**src/rtl/carfield_domain_seq.sv**
```systemverilog
`timescale 1ns/1ps
// Carfield power-domain sequencer: walks one island at a time through divider
// programming, clock gating, reset and isolation, picking pending domains round-robin.

module carfield_domain_seq #(
  parameter int unsigned NumDomains   = 6,
  parameter int unsigned DivWidth     = 8,
  parameter int unsigned SettleCycles = 4,
  parameter int unsigned IsoCycles    = 2,
  localparam int unsigned IdxW        = (NumDomains > 1) ? $clog2(NumDomains) : 1
) (
  input  logic                           clk_i,
  input  logic                           rst_ni,
  input  logic [NumDomains-1:0]          en_i,
  input  logic [NumDomains*DivWidth-1:0] div_value_i,
  output logic                           div_valid_o,
  output logic [IdxW-1:0]                div_idx_o,
  output logic [DivWidth-1:0]            div_value_o,
  input  logic                           div_ready_i,
  output logic [NumDomains-1:0]          clk_en_o,
  output logic [NumDomains-1:0]          rst_no,
  output logic [NumDomains-1:0]          iso_o,
  output logic [NumDomains-1:0]          active_o,
  output logic                           busy_o
);

  localparam int unsigned CntMax = (SettleCycles > IsoCycles) ? SettleCycles : IsoCycles;
  localparam int unsigned CntW   = (CntMax > 1) ? $clog2(CntMax + 1) : 1;
  localparam logic [CntW-1:0] SettleLoad = CntW'(SettleCycles - 1);
  localparam logic [CntW-1:0] IsoLoad    = CntW'(IsoCycles - 1);

  typedef enum logic [2:0] {
    ST_IDLE, ST_DIV, ST_CLK_SETTLE, ST_RST_ISO, ST_ISO_RST, ST_RST_SETTLE
  } state_e;

  function automatic logic [IdxW-1:0] wrap_idx(input int unsigned base, input int unsigned off);
    int unsigned sum;
    sum = base + off;
    return IdxW'((sum >= NumDomains) ? (sum - NumDomains) : sum);
  endfunction

  // A zero divider would stall the target clock, so it is promoted to 1.
  function automatic logic [DivWidth-1:0] nonzero_div(input logic [DivWidth-1:0] v);
    return (v == '0) ? DivWidth'(1) : v;
  endfunction

  state_e                  state_r, state_s;
  logic [CntW-1:0]         cnt_r, cnt_s;
  logic [IdxW-1:0]         idx_r, idx_s, ptr_r, ptr_s, pick_s;
  logic                    div_valid_r, div_valid_s, busy_r, busy_s, found_s;
  logic [DivWidth-1:0]     div_value_r, div_value_s;
  logic [NumDomains-1:0]   clk_en_r, clk_en_s, dom_rst_n_r, dom_rst_n_s;
  logic [NumDomains-1:0]   iso_r, iso_s, active_r, active_s, pending_s;

  assign pending_s = en_i ^ active_r;

  // Round-robin search for the first pending domain at or after the pointer.
  always_comb begin
    found_s = 1'b0;
    pick_s  = '0;
    for (int unsigned i = 0; i < NumDomains; i++) begin
      if (!found_s && pending_s[wrap_idx(32'(ptr_r), i)]) begin
        found_s = 1'b1;
        pick_s  = wrap_idx(32'(ptr_r), i);
      end else begin
        found_s = found_s;
      end
    end
  end

  // Next-state and next-output logic of the sequencer.
  always_comb begin
    state_s     = state_r;
    cnt_s       = cnt_r;
    idx_s       = idx_r;
    ptr_s       = ptr_r;
    div_valid_s = div_valid_r;
    div_value_s = div_value_r;
    clk_en_s    = clk_en_r;
    dom_rst_n_s = dom_rst_n_r;
    iso_s       = iso_r;
    active_s    = active_r;
    busy_s      = busy_r;
    case (state_r)
      ST_IDLE: begin
        if (found_s) begin
          idx_s  = pick_s;
          busy_s = 1'b1;
          if (en_i[pick_s]) begin
            state_s     = ST_DIV;
            div_valid_s = 1'b1;
            div_value_s = nonzero_div(div_value_i[pick_s*DivWidth +: DivWidth]);
          end else begin
            state_s       = ST_ISO_RST;
            iso_s[pick_s] = 1'b1;
            cnt_s         = IsoLoad;
          end
        end else begin
          busy_s = 1'b0;
        end
      end
      ST_DIV: begin
        if (div_ready_i) begin
          state_s         = ST_CLK_SETTLE;
          div_valid_s     = 1'b0;
          clk_en_s[idx_r] = 1'b1;
          cnt_s           = SettleLoad;
        end else begin
          div_valid_s = 1'b1;
        end
      end
      ST_CLK_SETTLE: begin
        if (cnt_r == '0) begin
          state_s            = ST_RST_ISO;
          dom_rst_n_s[idx_r] = 1'b1;
          cnt_s              = IsoLoad;
        end else begin
          cnt_s = cnt_r - CntW'(1);
        end
      end
      ST_RST_ISO: begin
        if (cnt_r == '0) begin
          state_s         = ST_IDLE;
          iso_s[idx_r]    = 1'b0;
          active_s[idx_r] = 1'b1;
          busy_s          = 1'b0;
          ptr_s           = wrap_idx(32'(idx_r), 32'd1);
        end else begin
          cnt_s = cnt_r - CntW'(1);
        end
      end
      ST_ISO_RST: begin
        if (cnt_r == '0) begin
          state_s            = ST_RST_SETTLE;
          dom_rst_n_s[idx_r] = 1'b0;
          cnt_s              = SettleLoad;
        end else begin
          cnt_s = cnt_r - CntW'(1);
        end
      end
      ST_RST_SETTLE: begin
        if (cnt_r == '0) begin
          state_s         = ST_IDLE;
          clk_en_s[idx_r] = 1'b0;
          active_s[idx_r] = 1'b0;
          busy_s          = 1'b0;
          ptr_s           = wrap_idx(32'(idx_r), 32'd1);
        end else begin
          cnt_s = cnt_r - CntW'(1);
        end
      end
      default: begin
        state_s = ST_IDLE;
      end
    endcase
  end

  // Sequencer state and all output registers.
  always_ff @(posedge clk_i or negedge rst_ni) begin
    if (!rst_ni) begin
      state_r     <= ST_IDLE;
      cnt_r       <= '0;
      idx_r       <= '0;
      ptr_r       <= '0;
      div_valid_r <= 1'b0;
      div_value_r <= '0;
      clk_en_r    <= '0;
      dom_rst_n_r <= '0;
      iso_r       <= '1;
      active_r    <= '0;
      busy_r      <= 1'b0;
    end else begin
      state_r     <= state_s;
      cnt_r       <= cnt_s;
      idx_r       <= idx_s;
      ptr_r       <= ptr_s;
      div_valid_r <= div_valid_s;
      div_value_r <= div_value_s;
      clk_en_r    <= clk_en_s;
      dom_rst_n_r <= dom_rst_n_s;
      iso_r       <= iso_s;
      active_r    <= active_s;
      busy_r      <= busy_s;
    end
  end

  assign div_valid_o = div_valid_r;
  assign div_idx_o   = idx_r;
  assign div_value_o = div_value_r;
  assign clk_en_o    = clk_en_r;
  assign rst_no      = dom_rst_n_r;
  assign iso_o       = iso_r;
  assign active_o    = active_r;
  assign busy_o      = busy_r;

  carfield_domain_seq_checker #(
    .NumDomains(NumDomains), .DivWidth(DivWidth), .SettleCycles(SettleCycles),
    .IsoCycles(IsoCycles), .IdxW(IdxW)
  ) u_checker (
    .clk_i(clk_i), .rst_ni(rst_ni), .div_valid_o(div_valid_r), .div_ready_i(div_ready_i),
    .div_idx_o(idx_r), .div_value_o(div_value_r)
  );

endmodule

// Parameter sanity and divider-handshake stability properties for the sequencer.
module carfield_domain_seq_checker #(
  parameter int unsigned NumDomains   = 6,
  parameter int unsigned DivWidth     = 8,
  parameter int unsigned SettleCycles = 4,
  parameter int unsigned IsoCycles    = 2,
  parameter int unsigned IdxW         = 3
) (
  input logic                clk_i,
  input logic                rst_ni,
  input logic                div_valid_o,
  input logic                div_ready_i,
  input logic [IdxW-1:0]     div_idx_o,
  input logic [DivWidth-1:0] div_value_o
);

  if (NumDomains < 1) begin : g_num_domains
    $error("NumDomains must be at least 1");
  end
  if (SettleCycles < 1) begin : g_settle_cycles
    $error("SettleCycles must be at least 1");
  end
  if (IsoCycles < 1) begin : g_iso_cycles
    $error("IsoCycles must be at least 1");
  end

  div_stable_a: assert property (@(posedge clk_i) disable iff (!rst_ni)
    (div_valid_o && !div_ready_i) |=> ($stable(div_idx_o) && $stable(div_value_o)))
    else $error("divider payload changed while waiting for ready");

endmodule

```
**config.mk**
```make
export PLATFORM = sky130hd
export DESIGN_NAME = carfield_domain_seq
export DESIGN_NICKNAME = d
export VERILOG_FILES = /design/src/rtl/carfield_domain_seq.sv
export SDC_FILE = /design/constraint.sdc
export NUM_CORES = 1
export LEC_CHECK = 0
export ABC_CLOCK_PERIOD_IN_PS = 4900
export CORE_ASPECT_RATIO = 0.7
export CORE_UTILIZATION = 51
export CTS_CLUSTER_SIZE = 25
export DETAILED_ROUTE_END_ITERATION = 12
export PLACE_DENSITY = 0.8
export REMOVE_ABC_BUFFERS = 1
export SLEW_MARGIN = 15
export SYNTH_ARGS = -nofsm -noshare
export SYNTH_HDL_FRONTEND = slang
export SYNTH_HIERARCHICAL = 1
export SYNTH_SLANG_ARGS = --single-unit
export TNS_END_PERCENT = 20
```
**constraint.sdc**
```tcl
create_clock -name clk_i -period 4.9 [get_ports clk_i]
set_input_delay 0.98 -clock clk_i [delete_from_list [all_inputs] [get_ports clk_i]]
set_output_delay 0.98 -clock clk_i [all_outputs]
set_load 0.03 [all_outputs]
```
==> qor.txt <==
Outcome: finished clean
Clock Latency Late Sink: 0.31 ns
Layout Nets: 642
Finished layout cell area: 5230 um2
CP endpoint: cnt_r[1]
Clock Root Buffer: clkbuf_8
Drt first pass iters: 5
Vias in the first global route: 3,928
Hold WS: 0.503 ns
Dpl ws: -0.00194 ns
CP arrival: 4.87 ns
Vias: 4,300
Worst R2R Path Depth: 14
Mapped Cells: 472
Post-CTS Setup Bufs: 0
EDFF count, synth: 0
WP data required: 5.14 ns
Synth Register Bits: 46
Crit start category: input port
Number of CTS-inserted buffers: 5
Final wirelength: 13.2 mm
Seq/Total Area, Yosys: 28.9%
Fin. Hold Viols: 0
Yosys cell types: 77
Synth Flop Type: dfrtp_1
Die area: 8210 um2
DRT iter0 DRCs: 419
Worst Setup End Kind: flip-flop
Fin crit period: 4.64 ns
Fin util: 70.2%
Hold Crit Class: flip-flop to flip-flop
Die Span Y: 76.1 um
Crit path kind: input port to flip-flop
CP startpoint: en_i[0]
Final setup violation count: 0
Final ANT Viol Nets: 0
Synthesis Warnings: 6
Max-cap violations: 0
Mapped Area: 4000 um2
Leading area contributor after synthesis: dfrtp_1
Syn Area/Cell: 8.48 um2
Port bufs: 93
Slew @ Worst Pin: 1.02 ns
Boundary Pins: 94
Die width: 108 um
Synth async-reset ratio: 100%
Final period util: 94.6%
Reg2reg setup slack: 0.28 ns
CTS Hold Buffers Added: 0
CTS clk-pin slew, worst paths: 0.09 ns
DRC errors left: 0
Area contributors post-synth: dfrtp_1 (25%), a21oi_1 (5.6%), dfstp_2 (3.9%)
Synth-to-layout area growth: 30.6%
Layout cells sized above 1: 13.2%
Setup ws final: 0.263 ns
Final RePlAce weighted congestion: 0.989
Fmax: 216 MHz
Row count: 26
Largest net degree at the start of global routing: 47
Core area: 7450 um2
CTS tree: built
Average wire per standard cell: 19.6 um
Post-synth top area share: 25.0%
Half-perimeter wire length after placement: 10.2 mm
First-pass GRT wire length: 20.5 mm
Initial antenna violation count: 0
Post_cts resized: 0
Slew Viols, Final: 0
Effective utilization at floorplan: 53.7%
Slew HR: 32.0%
Max Buffers Root-to-Sink: 2
Gr usage total: 32.4%
R2r startpoint: ptr_r[1]
Reg-to-Reg End: div_value_o[0]
Clock Skew: 0.00640 ns
Dpl cell area: 5130 um2
Diodes inserted: 0
Worst Path Max Fanout: 7
Average vias per placed instance: 6.40
RSZ-0062 raised after global routing: false
GRT overflow: 0
CTS sink count: 46
H-Tree Depth: 2
## logic make-up after synthesis
| kind of cell | Yosys count | synth area share [%] |
|---|---|---|
| xor gates and xnor gates | 17 | 4.09 |
| DFF | 46 | 28.9 |
| muxes | 23 | 6.31 |
| AOI/OAI and AO/OA | 175 | 30.7 |
| adders and majority gates | 13 | 4.00 |
| and+or+nand+nor | 147 | 20.1 |
| buffers and inverters | 51 | 5.85 |
## critical path: stages
cell and delay, ns:
clkdlybuf4s50_1 0.44, xnor2_1 0.32, mux2i_1 0.28, a221oi_4 0.40
nor2_2 0.06, buf_4 0.15, nor4_4 0.50, nand4_1 0.28
o211a_1 0.27, a211o_1 0.37, and3_1 0.26, a31oi_1 0.33
mux2i_1 0.23
## through the flow
| stage | setup TNS [ns] | instances |
|---|---|---|
| 2_1_floorplan | 0 | 442 |
| 3_3_place_gp | 0 | 664 |
| 3_5_place_dp | -0.00194 | 664 |
| 4_1_cts | 0 | 672 |
| 5_1_grt | 0 | 672 |
| 6_report | 0 | 672 |
## layer usage
metal	GRT usage, %	wire, um
met5	0	0
met2	47.3	5450
met4	7.53	198
met3	8.38	1530
met1	47.6	6000
## cells in the final DEF, fill, tap and decap left out, drive strengths merged, types with 3 or more instances in the layout
master and count:
o21ai 29, a211o 5, nor2 41, o31ai 15, nand2b 7, nor3 12
o2111ai 9, nor2b 4, clkbuf 6, o22ai 3, nand2 27, a21o 7
o311a 3, or2 4, or4 6, nand4 11, inv 21, nor4 6
and3 5, buf 32, a41oi 8, xnor2 13, mux2i 14, mux2 8
o211ai 10, dfstp 6, and2 5, a31oi 12, dfrtp 40, a21oi 47
clkdlybuf4s50 92, xor2 4, nand3 11, or3 3, ha 12
## cell usage after synthesis (3+ instances only)
cell       number
nand2b_1        7
nor2_1         40
mux2i_1        14
o21ai_0        26
o211ai_1        8
a21o_1          7
a211o_1         5
o22ai_1         3
clkbuf_1       14
or3_1           3
nor4_4          3
a21oi_1        45
o21ai_1         3
a41oi_1         8
nand3_1        11
dfrtp_1        40
inv_1          20
and2_1          5
nand2_1        27
o311a_1         3
buf_6           3
o31ai_1        15
or4_1           6
buf_2          10
xnor2_1        11
xor2_1          4
nand4_1        11
nor3_1         11
o2111ai_1       9
dfstp_2         6
ha_1           12
and3_1          5
a31oi_1        11
nor2b_1         4
mux2_2          7
## how the worst min path moves through the flow
stage,start,to,slack [ns],cells after the start
floorplan,cnt_r[0],cnt_r[0],0.45,1
global placement,div_value_o[5],div_value_o[5],0.47,1
detailed placement,div_value_o[5],div_value_o[5],0.48,1
CTS,div_value_o[5],div_value_o[5],0.51,1
global route,div_value_o[5],div_value_o[5],0.53,1
finish,div_value_o[5],div_value_o[5],0.50,1
## cell type report
class	count	area, um2
clock buffers	6	82.6
clock inverters	2	12.5
fillers	603	2220
inverters	21	78.8
multi-input cells	375	2620
flip-flops and latches	46	1160
well taps	98	123
repair buffers	124	1160
Power is left out: the tool's default activity adds up to more than one toggle a clock period on the data nets, which glitch-free logic cannot reach.
